<file path="src/rtl/edma_dp2d_pkg.sv">
// Shared definitions for the 2D DMA datapath: state encoding, emesh packet
// field offsets and the {hi, lo} field selectors of count/stride registers.
package edma_dp2d_pkg;

    typedef enum logic [1:0] {
        IDLE   = 2'b00,
        ACTIVE = 2'b01,
        DONE   = 2'b10
    } state_t;

    // emesh packet: {srcaddr, data, dstaddr, ctrlmode, datamode, write}
    localparam int PKT_WRITE   = 0;
    localparam int PKT_DM_LSB  = 1;
    localparam int PKT_CM_LSB  = 3;
    localparam int PKT_DST_LSB = 8;

    // count_reg = {outer, inner}; stride regs = {dst, src}
    localparam int FLD_INNER = 0;
    localparam int FLD_OUTER = 1;
    localparam int FLD_SRC   = 0;
    localparam int FLD_DST   = 1;

endpackage

</file>
<file path="src/rtl/edma_dp2d_if.sv">
// emesh stream bundle for the DMA datapath: slave input stream plus the
// registered output stream. The master modport is the DMA side.
interface edma_dp2d_if #(
    parameter int AW = 32,
    parameter int PW = 2*AW+40
);
    logic          access_in;
    logic [PW-1:0] packet_in;
    logic          wait_out;
    logic          access_out;
    logic [PW-1:0] packet_out;
    logic          wait_in;

    modport master (
        input  access_in, packet_in, wait_in,
        output wait_out, access_out, packet_out
    );

    modport slave (
        output access_in, packet_in, wait_in,
        input  wait_out, access_out, packet_out
    );
endinterface

</file>
<file path="src/rtl/edma_dp2d_addrgen.sv">
// One live address register: load a start value, or step it by a
// sign-extended inner or outer stride (outer wins), wrapping modulo 2^AW.
module edma_dp2d_addrgen #(
    parameter int AW = 32,
    parameter int SW = 16
) (
    input  logic          clk,
    input  logic          reset,
    input  logic          load,
    input  logic [AW-1:0] load_addr,
    input  logic          step_inner,
    input  logic          step_outer,
    input  logic [SW-1:0] stride_inner,
    input  logic [SW-1:0] stride_outer,
    output logic [AW-1:0] addr
);

    logic [AW-1:0] inc_inner;
    logic [AW-1:0] inc_outer;

    assign inc_inner = {{(AW-SW){stride_inner[SW-1]}}, stride_inner};
    assign inc_outer = {{(AW-SW){stride_outer[SW-1]}}, stride_outer};

    always_ff @(posedge clk or posedge reset) begin
        if (reset)
            addr <= '0;
        else if (load)
            addr <= load_addr;
        else if (step_outer)
            addr <= addr + inc_outer;
        else if (step_inner)
            addr <= addr + inc_inner;
    end

endmodule

</file>
<file path="src/rtl/edma_dp2d.sv">
// Autonomous 2D DMA datapath: walks inner/outer loop counts and addresses,
// emitting one emesh packet per beat through a stallable output register.
module edma_dp2d
    import edma_dp2d_pkg::*;
#(
    parameter int AW = 32,
    parameter int PW = 2*AW+40,
    parameter int CW = 16,
    parameter int SW = 16
) (
    input  logic            clk,
    input  logic            reset,
    input  logic            start,
    input  logic            stop,
    input  logic            master_active,
    input  logic [1:0]      datamode,
    input  logic [4:0]      ctrlmode,
    input  logic [2*CW-1:0] count_reg,
    input  logic [2*SW-1:0] stride_reg,
    input  logic [2*SW-1:0] stride2d_reg,
    input  logic [AW-1:0]   srcaddr_reg,
    input  logic [AW-1:0]   dstaddr_reg,
    edma_dp2d_if.master     bus,
    output logic            busy,
    output logic            done,
    output logic [2*CW-1:0] count,
    output logic [AW-1:0]   srcaddr,
    output logic [AW-1:0]   dstaddr
);

    localparam int DW = PW - 8 - 2*AW;

    state_t        state_q, state_d;
    logic [CW-1:0] inner_q, outer_q;
    logic [CW-1:0] inner_cfg, outer_cfg;
    logic          load, beat, step_inner, step_outer;
    logic [PW-1:0] beat_pkt;

    assign inner_cfg = count_reg[FLD_INNER*CW +: CW];
    assign outer_cfg = count_reg[FLD_OUTER*CW +: CW];

    always_ff @(posedge clk or posedge reset) begin
        if (reset)
            state_q <= IDLE;
        else
            state_q <= state_d;
    end

    always_comb begin
        state_d    = state_q;
        load       = 1'b0;
        beat       = 1'b0;
        step_inner = 1'b0;
        step_outer = 1'b0;
        case (state_q)
            IDLE: begin
                if (start && !stop) begin
                    load    = 1'b1;
                    state_d = (inner_cfg == '0 || outer_cfg == '0) ? DONE : ACTIVE;
                end
            end
            ACTIVE: begin
                if (stop) begin
                    state_d = IDLE;
                end else if (!bus.wait_in && (master_active || bus.access_in)) begin
                    beat = 1'b1;
                    if (inner_q > CW'(1))
                        step_inner = 1'b1;
                    else if (outer_q > CW'(1))
                        step_outer = 1'b1;
                    else
                        state_d = DONE;
                end
            end
            DONE:    state_d = IDLE;
            default: state_d = IDLE;
        endcase
    end

    always_ff @(posedge clk or posedge reset) begin
        if (reset) begin
            inner_q <= '0;
            outer_q <= '0;
        end else if (load) begin
            inner_q <= inner_cfg;
            outer_q <= outer_cfg;
        end else if (step_inner) begin
            inner_q <= inner_q - CW'(1);
        end else if (step_outer) begin
            outer_q <= outer_q - CW'(1);
            inner_q <= inner_cfg;
        end
    end

    edma_dp2d_addrgen #(.AW(AW), .SW(SW)) u_src (
        .clk          (clk),
        .reset        (reset),
        .load         (load),
        .load_addr    (srcaddr_reg),
        .step_inner   (step_inner),
        .step_outer   (step_outer),
        .stride_inner (stride_reg[FLD_SRC*SW +: SW]),
        .stride_outer (stride2d_reg[FLD_SRC*SW +: SW]),
        .addr         (srcaddr)
    );

    edma_dp2d_addrgen #(.AW(AW), .SW(SW)) u_dst (
        .clk          (clk),
        .reset        (reset),
        .load         (load),
        .load_addr    (dstaddr_reg),
        .step_inner   (step_inner),
        .step_outer   (step_outer),
        .stride_inner (stride_reg[FLD_DST*SW +: SW]),
        .stride_outer (stride2d_reg[FLD_DST*SW +: SW]),
        .addr         (dstaddr)
    );

    // Master reads target srcaddr and name dstaddr as return address;
    // slave writes keep the incoming packet and only retarget dstaddr.
    always_comb begin
        beat_pkt = '0;
        if (master_active) begin
            beat_pkt[PKT_WRITE]                  = 1'b0;
            beat_pkt[PKT_DM_LSB +: 2]            = datamode;
            beat_pkt[PKT_CM_LSB +: 5]            = ctrlmode;
            beat_pkt[PKT_DST_LSB +: AW]          = srcaddr;
            beat_pkt[PKT_DST_LSB+AW+DW +: AW]    = dstaddr;
        end else begin
            beat_pkt                             = bus.packet_in;
            beat_pkt[PKT_WRITE]                  = 1'b1;
            beat_pkt[PKT_DST_LSB +: AW]          = dstaddr;
        end
    end

    always_ff @(posedge clk or posedge reset) begin
        if (reset) begin
            bus.access_out <= 1'b0;
            bus.packet_out <= '0;
        end else if (!bus.wait_in) begin
            bus.access_out <= beat;
            bus.packet_out <= beat_pkt;
        end
    end

    assign bus.wait_out = bus.wait_in | ~(state_q == ACTIVE & ~master_active);
    assign busy         = (state_q == ACTIVE);
    assign done         = (state_q == DONE);
    assign count        = {outer_q, inner_q};

endmodule

</file>
<file path="src/flat_wrapper.sv">
// flat-port wrapper written by rule: the top's interface ports become plain ports
module edma_dp2d_flat import edma_dp2d_pkg::*;
#(
    parameter int AW = 32,
    parameter int PW = 2*AW+40,
    parameter int CW = 16,
    parameter int SW = 16
)
  (clk, reset, start, stop, master_active, datamode, ctrlmode, count_reg, stride_reg, stride2d_reg, srcaddr_reg, dstaddr_reg, busy, done, count, srcaddr, dstaddr, bus_access_in, bus_packet_in, bus_wait_in, bus_wait_out, bus_access_out, bus_packet_out);
  edma_dp2d_if #(.AW(AW), .PW(PW)) bus_i ();
  input  logic clk;
  input  logic reset;
  input  logic start;
  input  logic stop;
  input  logic master_active;
  input  logic [1:0] datamode;
  input  logic [4:0] ctrlmode;
  input  logic [2*CW-1:0] count_reg;
  input  logic [2*SW-1:0] stride_reg;
  input  logic [2*SW-1:0] stride2d_reg;
  input  logic [AW-1:0] srcaddr_reg;
  input  logic [AW-1:0] dstaddr_reg;
  output logic busy;
  output logic done;
  output logic [2*CW-1:0] count;
  output logic [AW-1:0] srcaddr;
  output logic [AW-1:0] dstaddr;
  input wire logic [$bits(bus_i.access_in)-1:0] bus_access_in;
  input wire logic [$bits(bus_i.packet_in)-1:0] bus_packet_in;
  input wire logic [$bits(bus_i.wait_in)-1:0] bus_wait_in;
  output wire logic [$bits(bus_i.wait_out)-1:0] bus_wait_out;
  output wire logic [$bits(bus_i.access_out)-1:0] bus_access_out;
  output wire logic [$bits(bus_i.packet_out)-1:0] bus_packet_out;
  assign bus_i.access_in = bus_access_in;
  assign bus_i.packet_in = bus_packet_in;
  assign bus_i.wait_in = bus_wait_in;
  assign bus_wait_out = bus_i.wait_out;
  assign bus_access_out = bus_i.access_out;
  assign bus_packet_out = bus_i.packet_out;
  edma_dp2d #(.AW(AW), .PW(PW), .CW(CW), .SW(SW)) u_core (.clk(clk), .reset(reset), .start(start), .stop(stop), .master_active(master_active), .datamode(datamode), .ctrlmode(ctrlmode), .count_reg(count_reg), .stride_reg(stride_reg), .stride2d_reg(stride2d_reg), .srcaddr_reg(srcaddr_reg), .dstaddr_reg(dstaddr_reg), .bus(bus_i), .busy(busy), .done(done), .count(count), .srcaddr(srcaddr), .dstaddr(dstaddr));
endmodule
</file>
<file path="config.mk">
export PLATFORM = sky130hd
export DESIGN_NAME = edma_dp2d_flat
export DESIGN_NICKNAME = d
export VERILOG_FILES = /design/src/rtl/edma_dp2d_pkg.sv /design/src/rtl/edma_dp2d_if.sv /design/src/rtl/edma_dp2d_addrgen.sv /design/src/rtl/edma_dp2d.sv /design/src/flat_wrapper.sv
export SDC_FILE = /design/constraint.sdc
export NUM_CORES = 1
export LEC_CHECK = 0
export ABC_AREA = 1
export BUFFER_PORTS_ARGS = -buffer_cell sky130_fd_sc_hd__buf_4
export CAP_MARGIN = 5
export CORE_AREA = 2 2 186 188
export DETAILED_ROUTE_END_ITERATION = 10
export DIE_AREA = 0 0 188 190
export PLACE_DENSITY = 0.72
export SLEW_MARGIN = 20
export SYNTH_ARGS = -nofsm -noshare
export SYNTH_HDL_FRONTEND = slang
export SYNTH_SLANG_ARGS = --single-unit
</file>
<file path="constraint.sdc">
create_clock -name clk -period 7.3 [get_ports clk]
set_input_delay 1.46 -clock clk [delete_from_list [all_inputs] [get_ports clk]]
set_output_delay 1.46 -clock clk [all_outputs]
set_load 0.005 [all_outputs]
</file>
After elaboration in Yosys (flattened, before gate mapping)
Cells that the tools add are included.

word-level totals
  flip-flop bits (word level) = 203
  input bits = 278

cells by class
  equality and inequality tests = 7
  add/subtract/negate cells = 6
  $lt $le $gt $ge = 2
  muxes and demuxes = 36
  bitwise logic cells = 4
  reduce and logical (&&, ||, !) cells = 13

operators by type and width
  operator                                                                           number
  32-bit 2-to-1 mux                                                                  8
  32-bit adder                                                                       4
  16-bit 2-to-1 mux                                                                  6
  40-bit 2-to-1 mux                                                                  1
  16-bit by 1-bit greater-than comparator with 1-bit output (second input constant)  2
  16-bit zero test                                                                   2
  16-bit by 1-bit subtractor with 16-bit output (second input constant)              2
  1-bit 2-to-1 mux                                                                   14
  2-bit 2-to-1 mux                                                                   6
  3-bit inequality test (second input constant)                                      2
  2-bit by 1-bit inequality test with 1-bit output (second input constant)           2
  2-bit one-hot mux with 2 select lines                                              1
  4-bit AND reduction                                                                1
  3-bit by 2-bit inequality test with 1-bit output (second input constant)           1
  3-bit nonzero test                                                                 1
  2-bit by 1-bit equality test with 1-bit output (second input constant)             1
  2-bit equality test (second input constant)                                        1
  1-bit logical AND                                                                  2
  1-bit zero test                                                                    2
  2-bit zero test                                                                    1
  1-bit logical OR                                                                   2
  1-bit NOT                                                                          2
  2-bit AND reduction                                                                1
  2-bit nonzero test                                                                 1
  other kinds (2)                                                                    2

Depth between registers and ports, before layout
Gate-level depths: netlist of run 1.

  word-level depth = 9
  mapped depth = 27

Modules after synthesis
A second synthesis of run 1 with hierarchy kept.

unflattened totals
  cells, all modules = 2180
  area, all modules = 14697.8 µm²

by module, submodules not included
  module             cells each  area each (µm²)  sequential area each (µm²)  instances
  edma_dp2d_addrgen  641         3851.2           800.8                       2
  edma_dp2d          898         6995.5           3478.3                      1

Worst setup path after synthesis of run 1
No wires, ideal clock.

  path type = input to register
  start point = input bus_access_in
  end point = register u_core.u_dst.addr[30]
  cell stages on the path = 24
  buffers on the path = 2
  path slack = 3.135 ns
  required time = 7.184 ns
  arrival = 4.049 ns
  cells stage by stage = nor2_1 -> nor2_1 -> nand2_1 -> nor2_4 -> nand2_2 -> buf_2 -> buf_1 -> nand2_1 -> nand2_1 -> ha_1 -> inv_1 -> fa_1 -> inv_1 -> nand2_1 -> a21oi_1 -> nand2_1 -> nand2_1 -> nand3_1 -> nand2_1 -> nand3_1 -> nand3_1 -> nand3_1 -> nand2_1 -> nand2_1

on the way
  word-level cells in the longest chain between the ends = 7

RTL lines
  element                 line                     source
  start: declaration      flat_wrapper.sv:28       input wire logic [$bits(bus_i.access_in)-1:0] bus_access_in;
  1-bit logical OR *      edma_dp2d.sv:65          end else if (!bus.wait_in && (master_active || bus.access_in)) begin
  1-bit logical AND *     edma_dp2d.sv:65
  1-bit 2-to-1 mux        edma_dp2d.sv:65
  1-bit 2-to-1 mux        edma_dp2d.sv:63          if (stop) begin
  1-bit 2-to-1 mux        edma_dp2d.sv:55          case (state_q)
  32-bit 2-to-1 mux       edma_dp2d_addrgen.sv:29  else if (step_outer)
  32-bit 2-to-1 mux       edma_dp2d_addrgen.sv:27  else if (load)
  end signal: assignment  edma_dp2d_addrgen.sv:28  addr <= load_addr;
  end signal: assignment  edma_dp2d_addrgen.sv:30  addr <= addr + inc_outer;
  end signal: assignment  edma_dp2d_addrgen.sv:32  addr <= addr + inc_inner;
  end: declaration        edma_dp2d_addrgen.sv:15  output logic [AW-1:0] addr

Mark *: on every way between the ends. The rest lies on a longest branch, timed or not.
A chain may end at the register's enable or synchronous reset.

Worst setup path after layout of run 1
  start point = input bus_wait_in
  end point = register u_core.u_src.addr[22]

on the way
  word-level cells in the longest chain between the ends = 7

RTL lines
  element                 line                     source
  start: declaration      flat_wrapper.sv:30       input wire logic [$bits(bus_i.wait_in)-1:0] bus_wait_in;
  1-bit zero test *       edma_dp2d.sv:65
  1-bit logical AND *     edma_dp2d.sv:65
  1-bit 2-to-1 mux        edma_dp2d.sv:65
  1-bit 2-to-1 mux        edma_dp2d.sv:63
  1-bit 2-to-1 mux        edma_dp2d.sv:55
  32-bit 2-to-1 mux       edma_dp2d_addrgen.sv:29
  32-bit 2-to-1 mux       edma_dp2d_addrgen.sv:27
  end signal: assignment  edma_dp2d_addrgen.sv:28
  end signal: assignment  edma_dp2d_addrgen.sv:30
  end signal: assignment  edma_dp2d_addrgen.sv:32
  end: declaration        edma_dp2d_addrgen.sv:15

Marks and branches as above.

==> reports/qor.csv, run 1 <==
metric;value;unit
run_status;completed;
finish.utilization;54.0;%
dominant_register_cell_in_the_synthesized_netlist;sky130_fd_sc_hd__dfrtp_1;
whs;491;ps
io-pin-count;482;
cp_num_buf_inv;3;
fp.dieArea;35700;um^2
worstPathMaxFanout;35;
first_pass_iters;5;
final-setup-viol-count;0;
initial_core_util;40.8;%
cts_buffers;25;
hold_viol;0;
tightest_slew;915;ps
synthSimpleGateAreaFrac;28.5;%
syn_inst;2013;
synth_fa_ha_area_share;6.25;%
synth.lib_cells_used.distinct;43;
antenna_violating_nets_post_route;0;
seq_area_frac_synth;36.7;%
cts_hold_buf;0;
synth_async_sr_flop_share;100;%
syn_area_per_cell;6.89;um^2
maxSlewViolCount;0;
worst_slew_margin_rel;39.0;%
clock_tree.htree_level_count;1;
ctsLongestPathBuffers;3;
reg2reg_depth;23;
dp.final_hpwl;41200;um
end_kind;register;
overall_overflow_remaining_after_global_route;0;
maxClockFrequency;192;MHz
detailedRoute.firstIterationViolations;940;
clkTransAtPathRegs;50;ps
data_required_time_of_the_critical_path;7720;ps
crit-reg2reg-capture;u_core.u_src.addr[22];
postCtsSetupRepairBufs;0;
gp_congestion;0.978;
cts_tree;built;
vertical_extent_of_the_die;190;um
syn-num-nets;2359;
grt_start_max_net_pins;83;
dp.cells;2846;
ir_drop;0.000215;V
number_of_enable_type_register_cells_in_the_synthesized_netlist;0;
cellLeakagePower;9.65;nW
core_area;33900;um^2
sum_of_routed_wire_length_over_all_layers;53800;um
r2r_start;u_core.inner_q[0];
grt_pass1_vias;14842;
max-cap-violations;0;
hold_end;u_core.bus.packet_out[0];
total_negative_slack_for_setup_checks;0;ps
ff2ff_setup_slack;2430;ps
layout.nets;2764;
worstPathArrival;5640;ps
ys.warnings.count;0;
cpLargestDelayFamily;simple AND/OR/NAND/NOR gates;
layout.cells.non_filler;2895;
die-width;188;um
ratio_of_cells_with_drive_above_1_in_the_final_layout;21.4;%
setup.worst_path.class;in -> reg;
critical_path.cell_chain;buf_4, nor2_1, nand2_1, nor2_4, nand2_2, inv_1, nand2_1, nand2_1, ha_1, inv_1, fa_1, o21ai_0, nand2_1, nand2_1, nand3_1, nand2_1, nand2_1, nand3_1, nand3_1, nand3_1, nand2_1;
power_density;350;nW/um^2
critical_path.slowest_cell;sky130_fd_sc_hd__inv_1;
via_count;15501;
worstHoldStart;u_core.bus.packet_out[0];
synth_top_family_by_area;simple AND/OR/NAND/NOR gates;
numPortBuffers;448;
hp-class;reg -> reg;
worst_skew_pair_later_pin_latency;540;ps
ys_seq_elements;203;
setup_repair_after_global_routing_missed_its_margin;false;
period_minus_slack;5220;ps
fin_skew;13.0;ps
routedWlPerCell;18.6;um
grtUsageTotal;29.5;%
cts.root.buffer_cell;sky130_fd_sc_hd__clkbuf_16;
grt_first_pass_wirelength;83600;um
antenna_found_initial;5;
timing.critical_path.mode_cell;sky130_fd_sc_hd__nand2_1;
critPathMaxStageDelay;540;ps
synth_area_in_compound_gates;19.1;%
clock_sink_total;203;
post_synth_mux_area_share;0.0722;%
remaining_drc_errors;0;
crit_path_start_kind;input pin;
synthXorXnorAreaFrac;1.83;%
ctsResizeCount;0;
min_path_cells;2;
floorplan.rows;68;
post_drt_via_cell_ratio;5.35;
cell_area_synth;13900;um^2
syn2layout_area_growth;32.3;%
fraction_of_the_cycle_the_final_worst_path_needs;71.5;%
-- power breakdown --
| part | switching, mW | internal [mW] | total (mW) | leakage (nW) |
|---|---|---|---|---|
| combinational | 1.87 | 1.38 | 3.25 | 6.81 |
| clock | 0.500 | 0.691 | 1.19 | 0.380 |
| sequential | 0.510 | 1.46 | 1.97 | 2.46 |
| total | 2.88 | 3.54 | 6.42 | 9.65 |
-- synth_stat cells (16+ instances only) --
| master | count | share of area (%) |
|---|---|---|
| sky130_fd_sc_hd__dfrtp_1 | 203 | 37 |
| sky130_fd_sc_hd__ha_1 | 66 | 6.0 |
| sky130_fd_sc_hd__nor4_1 | 16 | 0.72 |
| sky130_fd_sc_hd__a21oi_1 | 232 | 8.4 |
| sky130_fd_sc_hd__xor2_1 | 19 | 1.2 |
| sky130_fd_sc_hd__nand3_1 | 115 | 4.2 |
| sky130_fd_sc_hd__a22o_1 | 34 | 2.1 |
| sky130_fd_sc_hd__nand2_1 | 599 | 16 |
| sky130_fd_sc_hd__clkbuf_1 | 53 | 1.4 |
| sky130_fd_sc_hd__o211ai_1 | 24 | 1.3 |
| sky130_fd_sc_hd__o21ai_0 | 116 | 4.2 |
| sky130_fd_sc_hd__nor2_1 | 207 | 5.6 |
| sky130_fd_sc_hd__inv_1 | 177 | 4.8 |
-- registers in the layout (all words and copies together), names as in the netlist --
signal                 flops
u_core.u_dst.addr         32
u_core.bus.access_out      1
u_core.state_q             2
u_core.u_src.addr         32
u_core.bus.packet_out    104
u_core.inner_q            16
u_core.outer_q            16
-- layer usage --
metal / part of all wire [%] / GRT usage (%) / vias up
li1: - / - / 7510
met1: 43 / 38.9 / 7286
met2: 48 / 49.9 / 602
met3: 6.1 / 3.87 / 103
met4: 3.5 / 9.99 / 0
met5: 0 / 0 / -
-- per-stage QoR --
stage / power, mW / worst slack (ps) / area (um^2)
final: 6.42 / 2080 / 18300
after global routing: 6.95 / 1670 / 18300
after CTS: 6.42 / 2110 / 18300
after detailed placement: 5.21 / 1560 / 17500
after global placement: 5.16 / 1650 / 17500
after floorplan: 3.77 / 301 / 13900
-- tightest hold or removal path, delay by kind of cell (launching register included) --
family           cells  cell delay, ps
AND/OR/NAND/NOR      1              50
AO/OA/AOI/OAI        1              60
flip-flops           1             350
-- logic make-up (layout without fill, tap and decap cells) --
group           after synthesis  after routing
xor+xnor                     29             29
buf+inv                     266            688
compound gates              470            470
fa+ha+maj                    68             68
flops                       203            203
other cells                   0              5
simple gates                976            976
mux                           1              1
-- placed cells by master, fill, tap and decap left out, types with 16 or more instances in the layout --
master	Yosys	layout
sky130_fd_sc_hd__a21oi_1	232	232
sky130_fd_sc_hd__clkbuf_16	0	25
sky130_fd_sc_hd__inv_1	177	176
sky130_fd_sc_hd__a22o_1	34	34
sky130_fd_sc_hd__o211ai_1	24	24
sky130_fd_sc_hd__nor2_1	207	206
sky130_fd_sc_hd__buf_4	4	461
sky130_fd_sc_hd__nand3_1	115	115
sky130_fd_sc_hd__o21ai_0	116	116
sky130_fd_sc_hd__nor4_1	16	16
sky130_fd_sc_hd__xor2_1	19	19
sky130_fd_sc_hd__dfrtp_1	203	203
sky130_fd_sc_hd__ha_1	66	66
sky130_fd_sc_hd__nand2_1	599	599
-- worst max-delay path by stage --
stage | to | slack [ps] | startpoint | cells after the start
after floorplan | u_core.bus.access_out | 300 | reset | 1
after global placement | u_core.u_src.addr[22] | 1650 | bus_wait_in | 21
after detailed placement | u_core.u_src.addr[22] | 1560 | bus_wait_in | 21
after CTS | u_core.u_src.addr[22] | 2110 | bus_wait_in | 21
after global routing | u_core.u_src.addr[30] | 1670 | bus_wait_in | 21
final | u_core.u_src.addr[22] | 2080 | bus_wait_in | 21
-- area by class of cell --
| cell class | count | area, um^2 |
|---|---|---|
| clock buffer | 37 | 731 |
| sequential | 203 | 5080 |
| clock inverter | 7 | 51.3 |
| timing repair buffer | 461 | 3460 |
| inverter | 183 | 698 |
| multi-input combinational | 1544 | 7730 |
| fill | 3350 | 15600 |
| antenna | 5 | 12.5 |
| tap | 455 | 569 |
No activity file was read; power rests on OpenSTA's default activity.
==> inputs of run 2 (changes only) <==
--- a/config.mk
+++ b/config.mk
@@ -8,10 +8,10 @@
 export ABC_AREA = 1
 export BUFFER_PORTS_ARGS = -buffer_cell sky130_fd_sc_hd__buf_4
 export CAP_MARGIN = 5
-export CORE_AREA = 2 2 186 188
+export CORE_AREA = 2 2 187 189
 export DETAILED_ROUTE_END_ITERATION = 10
-export DIE_AREA = 0 0 188 190
-export PLACE_DENSITY = 0.72
+export DIE_AREA = 0 0 189 191
+export PLACE_DENSITY = 0.69
 export SLEW_MARGIN = 20
 export SYNTH_ARGS = -nofsm -noshare
 export SYNTH_HDL_FRONTEND = slang
==> constraint.sdc (replaced) <==
create_clock -name clk -period 5.36 [get_ports clk]
set_input_delay 1.072 -clock clk [delete_from_list [all_inputs] [get_ports clk]]
set_output_delay 1.072 -clock clk [all_outputs]
set_load 0.005 [all_outputs]
==> run 2 against run 1 <==
Effect of this change:
- highest routed layer unchanged
- power rose by 38%
- global-route usage fell by 0.59 points
- sequential share of layout area fell by 0.13 points
- clock skew rose by 4.7 ps
- die area rose by 1.1%
- worst setup slack got worse by 1200 ps
- first-iteration DRC count rose by 6.4%
- count of clock-buffer cells in the layout fell by 3
==> reports/qor.csv, run 2 (synthesis gave the netlist of run 1 again) <==
metric;value;unit;change
grt_start_max_net_pins;121;;+46%
worstPathMaxFanout;39;;+11%
ir_drop;0.000235;V;+9.3%
routedWlPerCell;18.6;um;+0.15%
io-pin-count;482;;unchanged
detailedRoute.firstIterationViolations;1000;;+6.4%
finish.utilization;54.0;%;about the same
mostFrequentLayoutCells;sky130_fd_sc_hd__nand2_1, sky130_fd_sc_hd__buf_4, sky130_fd_sc_hd__a21oi_1, sky130_fd_sc_hd__nor2_1, sky130_fd_sc_hd__dfrtp_1;;
clock_tree.htree_level_count;1;;unchanged
worst_slew_margin_rel;37.8;%;-1.2 points
initial_core_util;40.6;%;-0.20 points
crit_path_start_kind;register;;
clock_sink_total;203;;unchanged
postCtsSetupRepairBufs;0;;unchanged
end_kind;register;;
power_density;482;nW/um^2;+38%
clkTransAtPathRegs;60;ps;about the same
grt_pass1_vias;14547;;-2.0%
syn2layout_area_growth;32.9;%;
final-setup-viol-count;0;;unchanged
grt_first_pass_wirelength;82000;um;-1.9%
hold_viol;0;;unchanged
largest_register_ff_count;104;;unchanged
worst_skew_pair_later_pin_latency;530;ps;about the same
cts_hold_buf;0;;unchanged
first_pass_iters;7;;+2
dp.final_hpwl;41400;um;+0.49%
antenna_found_initial;2;;-3
fraction_of_the_cycle_the_final_worst_path_needs;83.9;%;
maxSlewViolCount;0;;unchanged
die-width;189;um;+0.53%
post_drt_via_cell_ratio;5.31;;-0.88%
ratio_of_cells_with_drive_above_1_in_the_final_layout;21.6;%;+0.19 points
numPortBuffers;448;;unchanged
registers.top_by_ff_count;u_core.bus.packet_out;;
final_common_cell;sky130_fd_sc_hd__nand2_1;;
worstPathArrival;4900;ps;-740 ps
top_regs;u_core.bus.packet_out (104), u_core.u_dst.addr (32), u_core.u_src.addr (32);;
met3RoutedLength;2860;um;-12%
min_path_cells;2;;unchanged
gp_congestion;0.949;;-3.0%
cts_buffers;25;;unchanged
antenna_violating_nets_post_route;0;;unchanged
vertical_extent_of_the_die;191;um;+0.53%
highest_layer;met4;;
setup.worst_path.class;reg -> reg;;
cts_tree;built;;
fin_skew;17.7;ps;+4.67 ps
remaining_drc_errors;0;;unchanged
via_count;15360;;-0.91%
grtUsageTotal;28.9;%;-0.59 points
hp-class;reg -> reg;;
fp.dieArea;36100;um^2;+1.1%
max-cap-violations;0;;unchanged
cellLeakagePower;9.70;nW;+0.53%
core_area;34100;um^2;+0.50%
data_required_time_of_the_critical_path;5760;ps;-1960 ps
period_minus_slack;4500;ps;
floorplan.rows;68;;unchanged
run_status;completed;;
cts.root.buffer_cell;sky130_fd_sc_hd__clkbuf_16;;
layout.nets;2767;;+0.11%
ctsLongestPathBuffers;3;;unchanged
wl_met1;23000;um;+0.51%
setup_repair_after_global_routing_missed_its_margin;false;;
ctsResizeCount;0;;unchanged
sum_of_routed_wire_length_over_all_layers;53800;um;+0.11%
tightest_slew;932;ps;+16.5 ps
overall_overflow_remaining_after_global_route;0;;unchanged
wl_met2;26000;um;+1.1%
maxClockFrequency;222;MHz;
reg2reg_depth;22;;-4.3%
total_negative_slack_for_setup_checks;0;ps;unchanged
-- run 2: changes by cell type in the layout (fill, tap and decap cells not counted), sizes merged --
cell and delta:
bufinv +3, buf +3, clkinv +2, inv -3
clkbuf -3, diode -3
-- run 2: final timing paths --
check	startpoint	slack, ps	to
max	u_core.outer_q[0]	860	u_core.u_src.addr[30]
min	u_core.bus.packet_out[0]	490	u_core.bus.packet_out[0]
max reg2reg	u_core.outer_q[0]	860	u_core.u_src.addr[30]
min in group asynchronous	reset	580	u_core.bus.packet_out[79]
min reg2reg	u_core.bus.packet_out[0]	490	u_core.bus.packet_out[0]
max in group asynchronous	reset	3640	u_core.bus.packet_out[34]
-- run 2: per-layer routing --
| layer | vias to the layer above | track usage [%] |
|---|---|---|
| met2 | 525 | 50.0 |
| met3 | 99 | 3.16 |
| met5 | - | 0 |
| met4 | 0 | 10.2 |
| met1 | 7227 | 37.4 |
| li1 | 7509 | - |
-- run 2: cell type report --
type | count | area [um^2]
fillers | 3336 | 15700
multi-input cells | 1544 | 7730
flip-flops and latches | 203 | 5080
repair buffers | 464 | 3500
clock buffers | 34 | 719
inverters | 183 | 694
well taps | 455 | 569
clock inverters | 9 | 126
diodes | 2 | 5.00
-- run 2: worst max-delay path, stage by stage, from the launching register on --
cell                       delay (ps)
sky130_fd_sc_hd__dfrtp_1          420
sky130_fd_sc_hd__inv_1            110
sky130_fd_sc_hd__ha_1             190
sky130_fd_sc_hd__nand2_1          140
sky130_fd_sc_hd__a21oi_1          220
sky130_fd_sc_hd__nand2_2          190
sky130_fd_sc_hd__nand2_2          130
sky130_fd_sc_hd__buf_4            440
sky130_fd_sc_hd__nand2_1          100
sky130_fd_sc_hd__nand2_1           90
sky130_fd_sc_hd__ha_1             260
sky130_fd_sc_hd__inv_1            100
sky130_fd_sc_hd__fa_1             430
sky130_fd_sc_hd__o21ai_0          510
sky130_fd_sc_hd__nand2_1          120
sky130_fd_sc_hd__nand2_1          150
sky130_fd_sc_hd__nand3_1           90
sky130_fd_sc_hd__nand2_1          200
sky130_fd_sc_hd__nand2_1          100
sky130_fd_sc_hd__nand3_1           90
sky130_fd_sc_hd__nand2_1           50
sky130_fd_sc_hd__o21bai_1         140
sky130_fd_sc_hd__nand2_1           80
-- run 2: through the flow --
| stage | hold slack, ps | cells | worst slack, ps | cell area (um^2) | power, mW |
|---|---|---|---|---|---|
| floorplan | 473 | 2013 | 1580 | 13900 | 5.13 |
| global placement | 465 | 2849 | 616 | 17600 | 7.01 |
| detailed placement | 474 | 2849 | 495 | 17600 | 7.08 |
| CTS | 487 | 2892 | 951 | 18400 | 8.87 |
| global route | 500 | 2893 | 541 | 18400 | 9.57 |
| finish | 488 | 2894 | 865 | 18400 | 8.87 |
-- run 2: where the power goes --
| group | total, mW | internal [mW] | switching (mW) |
|---|---|---|---|
| sequential | 2.69 | 1.99 | 0.693 |
| combinational | 4.44 | 1.89 | 2.55 |
| clock | 1.75 | 1.08 | 0.672 |
| total | 8.87 | 4.96 | 3.92 |
